$ cat config.mk
export PLATFORM = sky130hd
export DESIGN_NAME = piso_serializer_flat
export DESIGN_NICKNAME = d
export VERILOG_FILES = /design/src/rtl/piso_serializer_if.sv /design/src/rtl/piso_serializer.sv /design/src/flat_wrapper.sv
export SDC_FILE = /design/constraint.sdc
export NUM_CORES = 1
export LEC_CHECK = 0
export ABC_CLOCK_PERIOD_IN_PS = 1400
export CAP_MARGIN = 0
export CORE_MARGIN = 3
export CORE_UTILIZATION = 47
export DETAILED_ROUTE_END_ITERATION = 6
export PLACE_DENSITY = 0.75
export SKIP_CTS_REPAIR_TIMING = 1
export SYNTH_ARGS = -nofsm -noshare
export SYNTH_HDL_FRONTEND = slang
export SYNTH_SLANG_ARGS = --single-unit
$ cat constraint.sdc
create_clock -name clk1 -period 1.4 [get_ports clk1]
set_input_delay 0.28 -clock clk1 [delete_from_list [all_inputs] [get_ports clk1]]
set_output_delay 0.28 -clock clk1 [all_outputs]
set_load 0.02 [all_outputs]
$ cat src/rtl/piso_serializer_if.sv
// Load-side handshake bundle for the PISO serializer.
// The producer drives din/load_valid; the serializer returns load_ready.
interface piso_serializer_if #(
    parameter int WIDTH = 8
) ();
    logic [WIDTH-1:0] din;
    logic             load_valid;
    logic             load_ready;

    modport master (
        output din,
        output load_valid,
        input  load_ready
    );

    modport slave (
        input  din,
        input  load_valid,
        output load_ready
    );
endinterface

$ cat src/rtl/piso_serializer.sv
// Parallel-in/serial-out transmitter with frame strobe and end-of-word pulse.
// One word per WIDTH+1 cycles at best; bits leave straight from the shift reg.
module piso_serializer #(
    parameter int WIDTH     = 8,
    parameter bit MSB_FIRST = 1'b1
) (
    input  logic               clk1,
    input  logic               rst1,
    piso_serializer_if.slave   load,
    output logic               out1,
    output logic               frame,
    output logic               done
);
    localparam int CW = $clog2(WIDTH);

    typedef enum logic {
        IDLE  = 1'b0,
        SHIFT = 1'b1
    } state_t;

    state_t           state_q;
    state_t           state_d;
    logic [WIDTH-1:0] shreg_q;
    logic [WIDTH-1:0] shreg_d;
    logic [CW-1:0]    cnt_q;
    logic [CW-1:0]    cnt_d;

    logic             idle;
    logic             accept;
    logic             last;
    logic             head;

    assign idle   = (state_q == IDLE);
    assign accept = idle && load.load_valid;
    assign last   = (cnt_q == CW'(WIDTH - 1));

    // The bit on the wire is always the leading end of the shift register.
    generate
        if (MSB_FIRST) begin : g_msb
            assign head = shreg_q[WIDTH-1];
        end else begin : g_lsb
            assign head = shreg_q[0];
        end
    endgenerate

    // Outputs are decoded purely from registered state.
    assign load.load_ready = idle;
    assign frame           = (state_q == SHIFT);
    assign out1            = frame && head;
    assign done            = frame && last;

    // Next-state, shift and count logic.
    always_comb begin
        state_d = state_q;
        shreg_d = shreg_q;
        cnt_d   = cnt_q;
        unique case (state_q)
            IDLE: begin
                if (accept) begin
                    shreg_d = load.din;
                    cnt_d   = '0;
                    state_d = SHIFT;
                end
            end
            SHIFT: begin
                if (last) begin
                    shreg_d = '0;
                    cnt_d   = '0;
                    state_d = IDLE;
                end else begin
                    if (MSB_FIRST) begin
                        shreg_d = shreg_q << 1;
                    end else begin
                        shreg_d = shreg_q >> 1;
                    end
                    cnt_d = cnt_q + CW'(1);
                end
            end
            default: begin
                state_d = IDLE;
            end
        endcase
    end

    // State register; synchronous reset aborts any word in flight.
    always_ff @(posedge clk1) begin
        if (rst1) begin
            state_q <= IDLE;
            shreg_q <= '0;
            cnt_q   <= '0;
        end else begin
            state_q <= state_d;
            shreg_q <= shreg_d;
            cnt_q   <= cnt_d;
        end
    end
endmodule
$ cat src/flat_wrapper.sv
// flat-port wrapper written by rule: the top's interface ports become plain ports
module piso_serializer_flat 
#(
    parameter int WIDTH     = 8,
    parameter bit MSB_FIRST = 1'b1
)
  (clk1, rst1, out1, frame, done, load_din, load_load_valid, load_load_ready);
  piso_serializer_if #(.WIDTH(WIDTH)) load_i ();
  input  logic clk1;
  input  logic rst1;
  output logic out1;
  output logic frame;
  output logic done;
  input wire logic [$bits(load_i.din)-1:0] load_din;
  input wire logic [$bits(load_i.load_valid)-1:0] load_load_valid;
  output wire logic [$bits(load_i.load_ready)-1:0] load_load_ready;
  assign load_i.din = load_din;
  assign load_i.load_valid = load_load_valid;
  assign load_load_ready = load_i.load_ready;
  piso_serializer #(.WIDTH(WIDTH), .MSB_FIRST(MSB_FIRST)) u_core (.clk1(clk1), .rst1(rst1), .load(load_i), .out1(out1), .frame(frame), .done(done));
endmodule
==> metrics.yaml, run 1 <==
status: "finished, violations left"
failed_checks: "negative setup slack"
critPathTopFamily: "adder cells"
total_power_uw: 778.8
worst_clock_skew_ns: 0.003787
antenna_found_initial: 0
grt_first_pass_wirelength_mm: 2.070
rows: 12
grt_remaining_overflow: 0
synth_area_sq_um: 666.9
routed_wl_mm: 1.190
clk_latency_ns: 0.28
peakVddDrop_uv: 690.0
dieHeight_microns: 43.67
final_common_cell: "dfxtp_1"
synth_cell_type_count: 23
worst-path-buf-inv: 1
hp-class: "reg -> reg"
clockBufferDepth: 2
dp_hpwl_microns: 882.1
r2r_slack_ns: 0.14
criticalPathCategory: "reg -> out"
layout_min_cycle_time_ns: 1.556
drv_cap: 0
critPathMaxFanout: 2
cts_tree: "built"
io_pins: 15
initialDrtViolationCount: 8
numCtsBuffers: 3
wl_per_cell_microns: 11.55
htree_levels: 1
drv_slew: 0
fin_util: 0.7366
core_sq_um: 1216
syn_nets: 80
path_depth: 4
required_ns: 1.12
port_buffers: 14
syn2layout_area_growth_pct: 34.33
start_util: 0.5484
cp-start-kind: "register"
fin_ws_ns: -0.1559
drc: 0
drive_above_1_share: 0.3708
rsz0062_at_grt: "true"
drt_first_pass_iters: 4
worst_path_max_delay_cell: "dfxtp_1"
num_vias: 519
tightest_slew_ns: 0.2550
cellLeakagePower_uw: 0.0003986
routabilityCongestion: 0.6814
ys_seq_area_frac: 0.3602
crit_chain: "ha_1, ha_1, and2_1, clkbuf_2"
cp-end-kind: "output pin"
worst_path_largest_cell_delay_ns: 0.32
final_hold_viol_count: 0
relSlewSlack: 0.8298
fin_tns_setup_ns: -0.1559
crit_path_frequent_cell: "ha_1"
synth_area_per_cell_sq_um: 10.10
dieWidth_microns: 43.67
reg2reg_depth: 5
vias_per_cell: 5.039
grt_usage: 0.1477
dieArea_sq_um: 1907
ant_nets: 0
setup_viol: 1
syn_inst: 66
dp.cells: 100
fin_cells: 103
layout.nets: 105
whs_path_depth: 2
post-place-ws_ns: -0.2427
ys_ff_latch: 12
grt_max_degree: 16
layout_common_cells: "11 x dfxtp_1, 10 x clkdlybuf4s50_1, 9 x buf_4"
yosysWarnings: 0
clk_pin_slew_ns: 0.07
fmax_mhz: 642.7
diodes: 0
cp_data_arrival_time_ns: 1.28
post-route-period-util: 1.111
clock_sinks: 12
cts_root_buffer: "clkbuf_4"
power.density_nw_per_um2: 869.4
grt_pass1_vias: 473
routing by layer:
layer / global-route usage / up-vias / part of all wire
met2: 0.2180 / 16 / 0.44
li1: - / 273 / -
met5: 0 / - / 0
met4: 0.07229 / 0 / 0.019
met3: 0.04979 / 3 / 0.064
met1: 0.1905 / 227 / 0.47
registers in the layout (all words and copies together) (netlist names):
name	flops
u_core.cnt_q	3
u_core.shreg_q	8
u_core.frame	1
synth_stat cells:
library cell,number,area (sq um)
a21oi_1,4,20.02
a21oi_2,5,43.79
a22oi_1,1,7.510
a31oi_1,1,6.260
and2_1,2,12.51
buf_2,1,5.000
buf_4,1,7.510
buf_6,2,22.52
clkinv_16,1,30.03
dfxtp_1,12,240.2
ha_1,3,37.54
inv_1,1,3.750
mux2_1,1,11.26
mux2_2,1,11.26
mux2_4,5,75.07
mux2i_1,1,10.01
nand2_1,2,7.510
nand2_2,5,31.28
nand3_1,7,35.03
nor2_1,6,22.52
nor2b_1,1,6.260
nor3_1,1,5.000
nor3b_1,2,15.01
worst min-delay path: stages (launching register included):
cell and delay, ns:
dfxtp_1 0.31, nand3_1 0.06, a21oi_1 0.05
path summary, 6_finish.rpt:
| check | startpoint | end |
|---|---|---|
| setup / recovery | u_core.cnt_q[0] | done |
| hold / removal | u_core.shreg_q[4] | u_core.shreg_q[5] |
| setup reg to reg | u_core.cnt_q[0] | u_core.shreg_q[2] |
| hold reg to reg | u_core.shreg_q[4] | u_core.shreg_q[5] |
kinds of logic (layout without fill, tap and decap cells):
logic type / after synthesis / count (layout) / share of synthesized area
mux: 8 / 8 / 0.1613
compound gates: 11 / 11 / 0.1163
fa+ha+maj: 3 / 3 / 0.05629
buf+inv: 6 / 29 / 0.1032
flops: 12 / 12 / 0.3602
simple gates: 26 / 26 / 0.2026
through the flow:
| step | hold slack (ns) | cell area [sq um] |
|---|---|---|
| floorplan | 0.3491 | 666.9 |
| global placement | 0.4513 | 877.1 |
| detailed placement | 0.4601 | 877.1 |
| CTS | 0.4695 | 899.6 |
| global route | 0.4811 | 895.9 |
| finish | 0.4706 | 895.9 |
cell type report:
class	count	area, sq um
Clock buffer	3	22.52
Fill cell	88	320.3
Inverter	2	33.78
Multi-Input combinational cell	48	357.8
Sequential cell	12	241.5
Tap cell	14	17.52
Timing Repair Buffer	24	222.7
where the power goes:
group	switching [uW]	total [uW]	leakage, uW	internal (uW)
clock network	117	217	0.0000138	99.8
logic	79.7	189	0.000286	109
registers	10.8	373	0.0000987	362
Power figures use the tool's default switching activity.
==> inputs of run 2 (changes only) <==
Settings changed: CAP_MARGIN 0 to default, CTS_BUF_LIST from default to sky130_fd_sc_hd__clkbuf_16.
==> run 2 against run 1 <==
Against the previous run:
- the run still ends with negative setup slack left
- utilization grew 4.2 points
- fmax up 3.1%
- worst setup slack better by 0.047 ns
- cell count did not move
- clock skew is 0.0033 ns lower
- wire length increased by 7.6%
- non-clock buffer count stayed put
- critical path depth unchanged
- register-to-register slack got worse by 0.06 ns
- via count shrank 0.77%
==> metrics.yaml, run 2 (synthesis results as in run 1) <==
layout_min_cycle_time_ns: 1.509
clk_latency_ns: 0.23
clockPowerShare: 0.470
final_hold_viol_count: 0
p_sw_uw: 224.8
cts_root_buffer: "clkbuf_16"
ant_nets: 0
power_frac_seq: 0.351
grt_pass1_vias: 497
clockBufferDepth: 2
fin_cells: 103
largest_register_ffs: 8
io_pins: 15
worst_clock_skew_ns: 0.0005052
vias_per_cell: 5.000
num_vias: 515
rows: 12
htree_levels: 1
peakVddDrop_uv: 934.6
cp_data_arrival_time_ns: 1.23
post-place-ws_ns: -0.2427
worst_path_max_delay_cell: "dfxtp_1"
worst-path-buf-inv: 1
dieHeight_microns: 43.67
whs_path_depth: 2
holdCritStartpoint: "u_core.shreg_q[4]"
failed_checks: "negative setup slack"
initialDrtViolationCount: 5
worst_path_largest_cell_delay_ns: 0.31
swShare: 0.2104
setup_viol: 1
routabilityCongestion: 0.6814
crit_path_frequent_cell: "ha_1"
antenna_found_initial: 0
clock_sinks: 12
cp-start-kind: "register"
wl_per_cell_microns: 12.43
cp-end-kind: "output pin"
hp-class: "reg -> reg"
met3_usage: 0.04979
drv_cap: 0
drc: 0
numCtsBuffers: 3
routed_wl_mm: 1.280
syn2layout_area_growth_pct: 42.03
crit_chain: "ha_1, ha_1, and2_1, clkbuf_2"
start_util: 0.5484
layout.nets: 105
grt_max_degree: 16
met1_usage: 0.1980
power.density_nw_per_um2: 1128
cts_tree: "built"
dp_hpwl_microns: 882.1
layout_common_cells: "12 x dfxtp_1, 10 x clkdlybuf4s50_1, 9 x buf_4"
port_buffers: 14
cellLeakagePower_uw: 0.0004215
grt_util_met2: 0.2471
criticalPathCategory: "reg -> out"
drv_slew: 0
final_common_cell: "dfxtp_1"
top_usage_layer: "met2"
dp.cells: 100
path_depth: 4
dieWidth_microns: 43.67
reg2reg_depth: 5
rsz0062_at_grt: "true"
reg2reg_from: "u_core.cnt_q[0]"
top_register: "u_core.shreg_q"
required_ns: 1.12
internal-power_uw: 843.5
critPathMaxFanout: 2
relSlewSlack: 0.8229
drt_first_pass_iters: 2
whs_ns: 0.4665
grt_usage: 0.1561
grt_remaining_overflow: 0
dieArea_sq_um: 1907
fin_ws_ns: -0.1088
grt_first_pass_wirelength_mm: 2.214
fmax_mhz: 662.8
post-route-period-util: 1.078
diodes: 0
tightest_slew_ns: 0.2653
power_frac_comb: 0.179
core_sq_um: 1216
status: "finished, violations left"
clk_pin_slew_ns: 0.04
drive_above_1_share: 0.3596
critPathTopFamily: "adder cells"
timing.critical_path.from: "u_core.cnt_q[0]"
-- run 2: through the flow --
stage               TNS, ns  area [sq um]    util  power, uW
global placement    -0.7631         877.1  0.7212      569.8
CTS                  -1.295         952.2  0.7829       1078
finish              -0.1088         947.2  0.7788       1068
floorplan                 0         666.9       -      496.7
global route        -0.1671         947.2  0.7788       1113
detailed placement  -0.8939         877.1  0.7212      572.2
-- run 2: area by class of cell --
| cell class | count | area [sq um] |
|---|---|---|
| multi-input combinational | 48 | 357.8 |
| fill | 79 | 269.0 |
| sequential | 12 | 240.2 |
| timing repair buffer | 24 | 222.7 |
| clock buffer | 3 | 75.07 |
| inverter | 2 | 33.78 |
| tap | 14 | 17.52 |
-- run 2: worst register-to-register path: stages (launching register included) --
cell and delay (ns):
dfxtp_1 0.31, ha_1 0.21, ha_1 0.20, inv_1 0.22
nand3_1 0.16, a21oi_2 0.15
-- run 2: path summary, 6_finish.rpt --
path | to | slack (ns)
setup reg to reg | u_core.shreg_q[1] | 0.08
hold / removal | u_core.shreg_q[5] | 0.47
setup / recovery | done | -0.11
hold reg to reg | u_core.shreg_q[5] | 0.47
-- run 2: per-layer routing --
layer	wire length, microns	share of wire
met5	0	0
met4	8	0.0063
met1	635	0.50
met2	586	0.46
met3	49	0.038
-- run 2: power by group through the flow --
stage / sequential (uW) / combinational, uW / clock, uW
3_3_place_gp: 380 / 190 / 0
4_1_cts: 375 / 194 / 509
3_5_place_dp: 381 / 192 / 0
2_1_floorplan: 381 / 116 / 0
6_report: 375 / 191 / 502
5_1_grt: 378 / 206 / 529
==> inputs of run 3 (changes only) <==
Settings changed: PLACE_DENSITY 0.75 to 0.77.
==> run 3 against run 2 <==
Against the previous run:
- the run still ends with negative setup slack left
- utilization grew 3.5 points
- clock-buffer cell count is the same
- first-iteration DRC count grew 80%
- global-route usage grew 1.8 points
- worst setup slack gained 0.068 ns
- sequential share of layout area shrank 0.84 points
- die area is the same
- clock power grew 3%
- largest cell class unchanged
- largest power group unchanged
- highest routed layer unchanged
==> metrics.yaml, run 3 (synthesis results as in run 1) <==
power_frac_seq: 0.345
grt_first_pass_wirelength_mm: 2.449
drv_slew: 0
clockBufferDepth: 2
grt_pass1_vias: 581
power_frac_comb: 0.179
start_util: 0.5484
critPathMaxFanout: 2
syn2layout_area_growth_pct: 48.41
final_area_sq_um: 989.7
routed_wl_mm: 1.497
rows: 12
diodes: 0
io_pins: 15
swShare: 0.2218
relSlewSlack: 0.8466
drive_above_1_share: 0.4222
multi_input_area_sq_um: 380.4
port_buffers: 14
clk_latency_ns: 0.24
rsz0062_at_grt: "true"
p_sw_uw: 242.1
required_ns: 1.12
largest_register_ffs: 8
post-place-ws_ns: -0.2699
htree_levels: 1
placed_area_sq_um: 877.1
clk_pin_slew_ns: 0.04
clock_sinks: 12
final_hold_viol_count: 0
cts_tree: "built"
layout.nets: 105
reg2reg_depth: 6
cellLeakagePower_uw: 0.0004383
worst_clock_skew_ns: 0.002422
internal-power_uw: 849.5
cts_root_buffer: "clkbuf_16"
fin_util: 0.8138
core_sq_um: 1216
status: "finished, violations left"
rr_endpoint: "u_core.shreg_q[5]"
setup_viol: 1
fin_ws_ns: -0.04106
antenna_found_initial: 0
grt_usage: 0.1738
fillers: 81
whs_path_depth: 2
drc: 0
power.density_nw_per_um2: 1103
ant_nets: 0
numCtsBuffers: 3
drt_first_pass_iters: 4
peakVddDrop_uv: 679.0
grt_max_degree: 15
cp-end-kind: "output pin"
routabilityCongestion: 0.6874
holdPathEnd: "u_core.shreg_q[6]"
hp-class: "reg -> reg"
grt_remaining_overflow: 0
cp_data_arrival_time_ns: 1.16
drv_cap: 0
post-route-period-util: 1.029
vias_per_cell: 5.298
reg2reg_from: "u_core.cnt_q[1]"
num_vias: 551
holdCritStartpoint: "u_core.shreg_q[5]"
layout_min_cycle_time_ns: 1.441
dieHeight_microns: 43.67
wl_per_cell_microns: 14.39
cp-start-kind: "register"
dieArea_sq_um: 1907
top_register: "u_core.shreg_q"
initialDrtViolationCount: 9
fmax_mhz: 693.9
r2r_slack_ns: 0.10
clockPowerShare: 0.475
dp_hpwl_microns: 986.7
seq_area_sq_um: 242.7
criticalPathCategory: "reg -> out"
failed_checks: "negative setup slack"
layout_common_cells: "10 x clkdlybuf4s50_1, 10 x dfxtp_1, 9 x buf_4"
tightest_slew_ns: 0.2297
dieWidth_microns: 43.67
-- run 3: cell count changes in the layout (fill, tap and decap cells not counted), moves of 2 or more --
cell,change
dfxtp_2,+2
dfxtp_1,-2
ha_1,-2
clkbuf_2,-2
-- run 3: worst max-delay path by stage --
stage | from | endpoint | slack (ns)
after floorplan | u_core.frame | done | 0.06
after global placement | u_core.cnt_q[0] | done | -0.21
after detailed placement | u_core.cnt_q[0] | done | -0.27
after CTS | u_core.cnt_q[0] | done | -0.54
after global routing | u_core.cnt_q[1] | done | -0.08
final | u_core.cnt_q[1] | done | -0.04
-- run 3: worst max-delay path, stage by stage, from the launching register on --
cell and delay [ns]:
dfxtp_2 0.31, ha_2 0.20, ha_4 0.16, and2_4 0.13, buf_6 0.12
-- run 3: layout make-up --
cell class | count | area share
Clock buffer | 3 | 0.07585
Multi-Input combinational cell | 48 | 0.3843
Clock inverter | 1 | 0.003793
Timing Repair Buffer | 24 | 0.2389
Sequential cell | 12 | 0.2453
Tap cell | 14 | 0.01770
Inverter | 2 | 0.03413
-- run 3: metrics by stage --
step	hold WS (ns)	instances	power, uW	TNS, ns
2_1_floorplan	0.3491	66	496.7	0
3_3_place_gp	0.4554	100	569.9	-1.225
3_5_place_dp	0.4654	100	572.5	-1.236
4_1_cts	0.4684	104	1096	-1.288
5_1_grt	0.4849	104	1134	-0.07558
6_report	0.4668	104	1092	-0.04106
-- run 3: routing by layer --
layer  vias up  wire (microns)  GRT usage
li1        274               -          -
met4         0               8    0.09036
met3         2              48    0.03734
met5         -               0          0
met1       266             652     0.1930
met2         9             788     0.3052
-- run 3: power groups by stage --
stage                     Sequential, uW  Clock [uW]  Combinational (uW)
after detailed placement             381           0                 191
after global routing                 378         545                 211
final                                377         519                 196
after global placement               381           0                 189
after floorplan                      381           0                 116
after CTS                            376         526                 194
==> RTL change 1: new RTL, config.mk and constraints of run 1 <==
`WIDTH` is set to 8 in 3 places; all go to 16.
--- a/src/rtl/piso_serializer_if.sv
+++ b/src/rtl/piso_serializer_if.sv
@@ -1,7 +1,7 @@
 // Load-side handshake bundle for the PISO serializer.
 // The producer drives din/load_valid; the serializer returns load_ready.
 interface piso_serializer_if #(
-    parameter int WIDTH = 8
+    parameter int WIDTH = 16
 ) ();
     logic [WIDTH-1:0] din;
     logic             load_valid;
--- a/src/rtl/piso_serializer.sv
+++ b/src/rtl/piso_serializer.sv
@@ -1,7 +1,7 @@
 // Parallel-in/serial-out transmitter with frame strobe and end-of-word pulse.
 // One word per WIDTH+1 cycles at best; bits leave straight from the shift reg.
 module piso_serializer #(
-    parameter int WIDTH     = 8,
+    parameter int WIDTH     = 16,
     parameter bit MSB_FIRST = 1'b1
 ) (
     input  logic               clk1,
--- a/src/flat_wrapper.sv
+++ b/src/flat_wrapper.sv
@@ -1,7 +1,7 @@
 // flat-port wrapper written by rule: the top's interface ports become plain ports
 module piso_serializer_flat 
 #(
-    parameter int WIDTH     = 8,
+    parameter int WIDTH     = 16,
     parameter bit MSB_FIRST = 1'b1
 )
   (clk1, rst1, out1, frame, done, load_din, load_load_valid, load_load_ready);
Ports: changed (resized load_din); port bits go from 15 to 23. No check against the original RTL was run, so the function may have changed too.
==> RTL change 1 against run 1 <==
Largest power group unchanged. Setup slack better by 69 ps. Design area grew 58%. Register-to-register slack lost 30 ps. Power grew 59%. Sequential cell count up 9. Wire length grew 120%. Critical path depth unchanged. Utilization fell by 4.9 points. Sequential share of layout area increased by 3.0 points. Area after synthesis increased by 60%. Via count up 96%. The run still ends with negative setup slack left. Die area up 51%.
==> RTL change 1: results (changes against run 1) <==
| Metric | Value |
|---|---|
| Status | `finished with violations (unchanged)` |
| Failing checks | `negative setup slack (unchanged)` |
| CTS clk-pin slew, worst paths | `120 ps (was 70 ps)` |
| Setup WS post-layout | `-87.1 ps (was -156 ps)` |
| Peak VDD IR | `579 uV (was 690 uV)` |
| Clock network latency to the later pin of the worst-skew pair | `310 ps (was 280 ps)` |
| Fin util | `68.8% (was 73.7%)` |
| Leakage power | `0.503 nW (was 0.399 nW)` |
| Global-route total usage across every layer | `20.7% (was 14.8%)` |
| Gpl congestion | `0.750 (was 0.681)` |
| Final setup fails | `1 (unchanged)` |
| Setup TNS | `-87.1 ps (was -156 ps)` |
| I/O Buffers | `22 (was 14)` |
| Vias per inst | `5.77 (was 5.04)` |
| Syn_nets | `138 (was 80)` |
| Number of flip-flops in the largest register | `16 (was 8)` |
| Arr. time, crit path | `1210 ps (was 1280 ps)` |
| First-pass GRT wire length | `4330 um (was 2070 um)` |
| Vias in the first global route | `980 (was 473)` |
| Placed Cells | `172 (was 100)` |
| Area of placed instances | `1370 sq um (was 877 sq um)` |
| DPL Wire Length | `1890 um (was 882 um)` |
| Cell variety after synth | `24 (was 23)` |
| Wirelength per Cell | `14.7 um (was 11.6 um)` |
| Vias | `1016 (was 519)` |
==> RTL change 1: cell types whose count changed in the layout (fill, tap and decap cells not counted), sizes merged, moves of 7 or more <==
| cell | delta |
|---|---|
| nand3 | +10 |
| clkdlybuf4s50 | +8 |
| nor3 | +17 |
| o21ai | +15 |
| dfxtp | +9 |
| buf | +7 |
| a211oi | +16 |
| mux2 | -7 |
==> RTL change 1: metal layers <==
layer  wire length [um]  part of all wire [%]  track usage, %  vias to the layer above
li1                   -                     -               -                      501
met1               1050                    41            25.0                      489
met2               1410                    55            35.9                       22
met3                 80                   3.1            1.94                        4
met4                 44                   1.7            11.5                        0
met5                  0                     0               0                        -
==> RTL change 1: layout make-up <==
cell class,instances,area share [%]
inverters,3,0.794
multi-input cells,83,41.2
clock buffers,4,1.85
flip-flops and latches,21,29.9
well taps,27,2.38
repair buffers,38,23.8
==> RTL change 1: final timing paths <==
check	start	end	slack, ps	cells past startpoint
max	u_core.cnt_q[1]	done	-90	4
min	u_core.shreg_q[1]	u_core.shreg_q[2]	490	2
max reg2reg	u_core.frame	u_core.cnt_q[3]	110	5
min reg2reg	u_core.shreg_q[1]	u_core.shreg_q[2]	490	2
==> RTL change 1: critical path, stage by stage (launching register included) <==
cell	delay (ps)
dfxtp_2	370
ha_4	140
inv_2	40
nor3_2	180
buf_4	170
==> RTL change 1: cell families after synthesis <==
| family | count (synthesis) | synth area share [%] |
|---|---|---|
| AND/OR/NAND/NOR | 44 | 21.5 |
| AO/OA/AOI/OAI | 37 | 28.6 |
| buffers and inverters | 14 | 8.44 |
| multiplexers | 1 | 0.938 |
| adder cells (fa/ha/maj) | 1 | 1.17 |
| flip-flops | 21 | 39.4 |
==> RTL change 1: power by group through the flow <==
stage / sequential [mW] / combinational [mW] / clock [mW]
4_1_cts: 0.661 / 0.275 / 0.305
5_1_grt: 0.669 / 0.298 / 0.323
6_report: 0.663 / 0.272 / 0.300
3_5_place_dp: 0.674 / 0.273 / 0
2_1_floorplan: 0.673 / 0.167 / 0
3_3_place_gp: 0.672 / 0.264 / 0
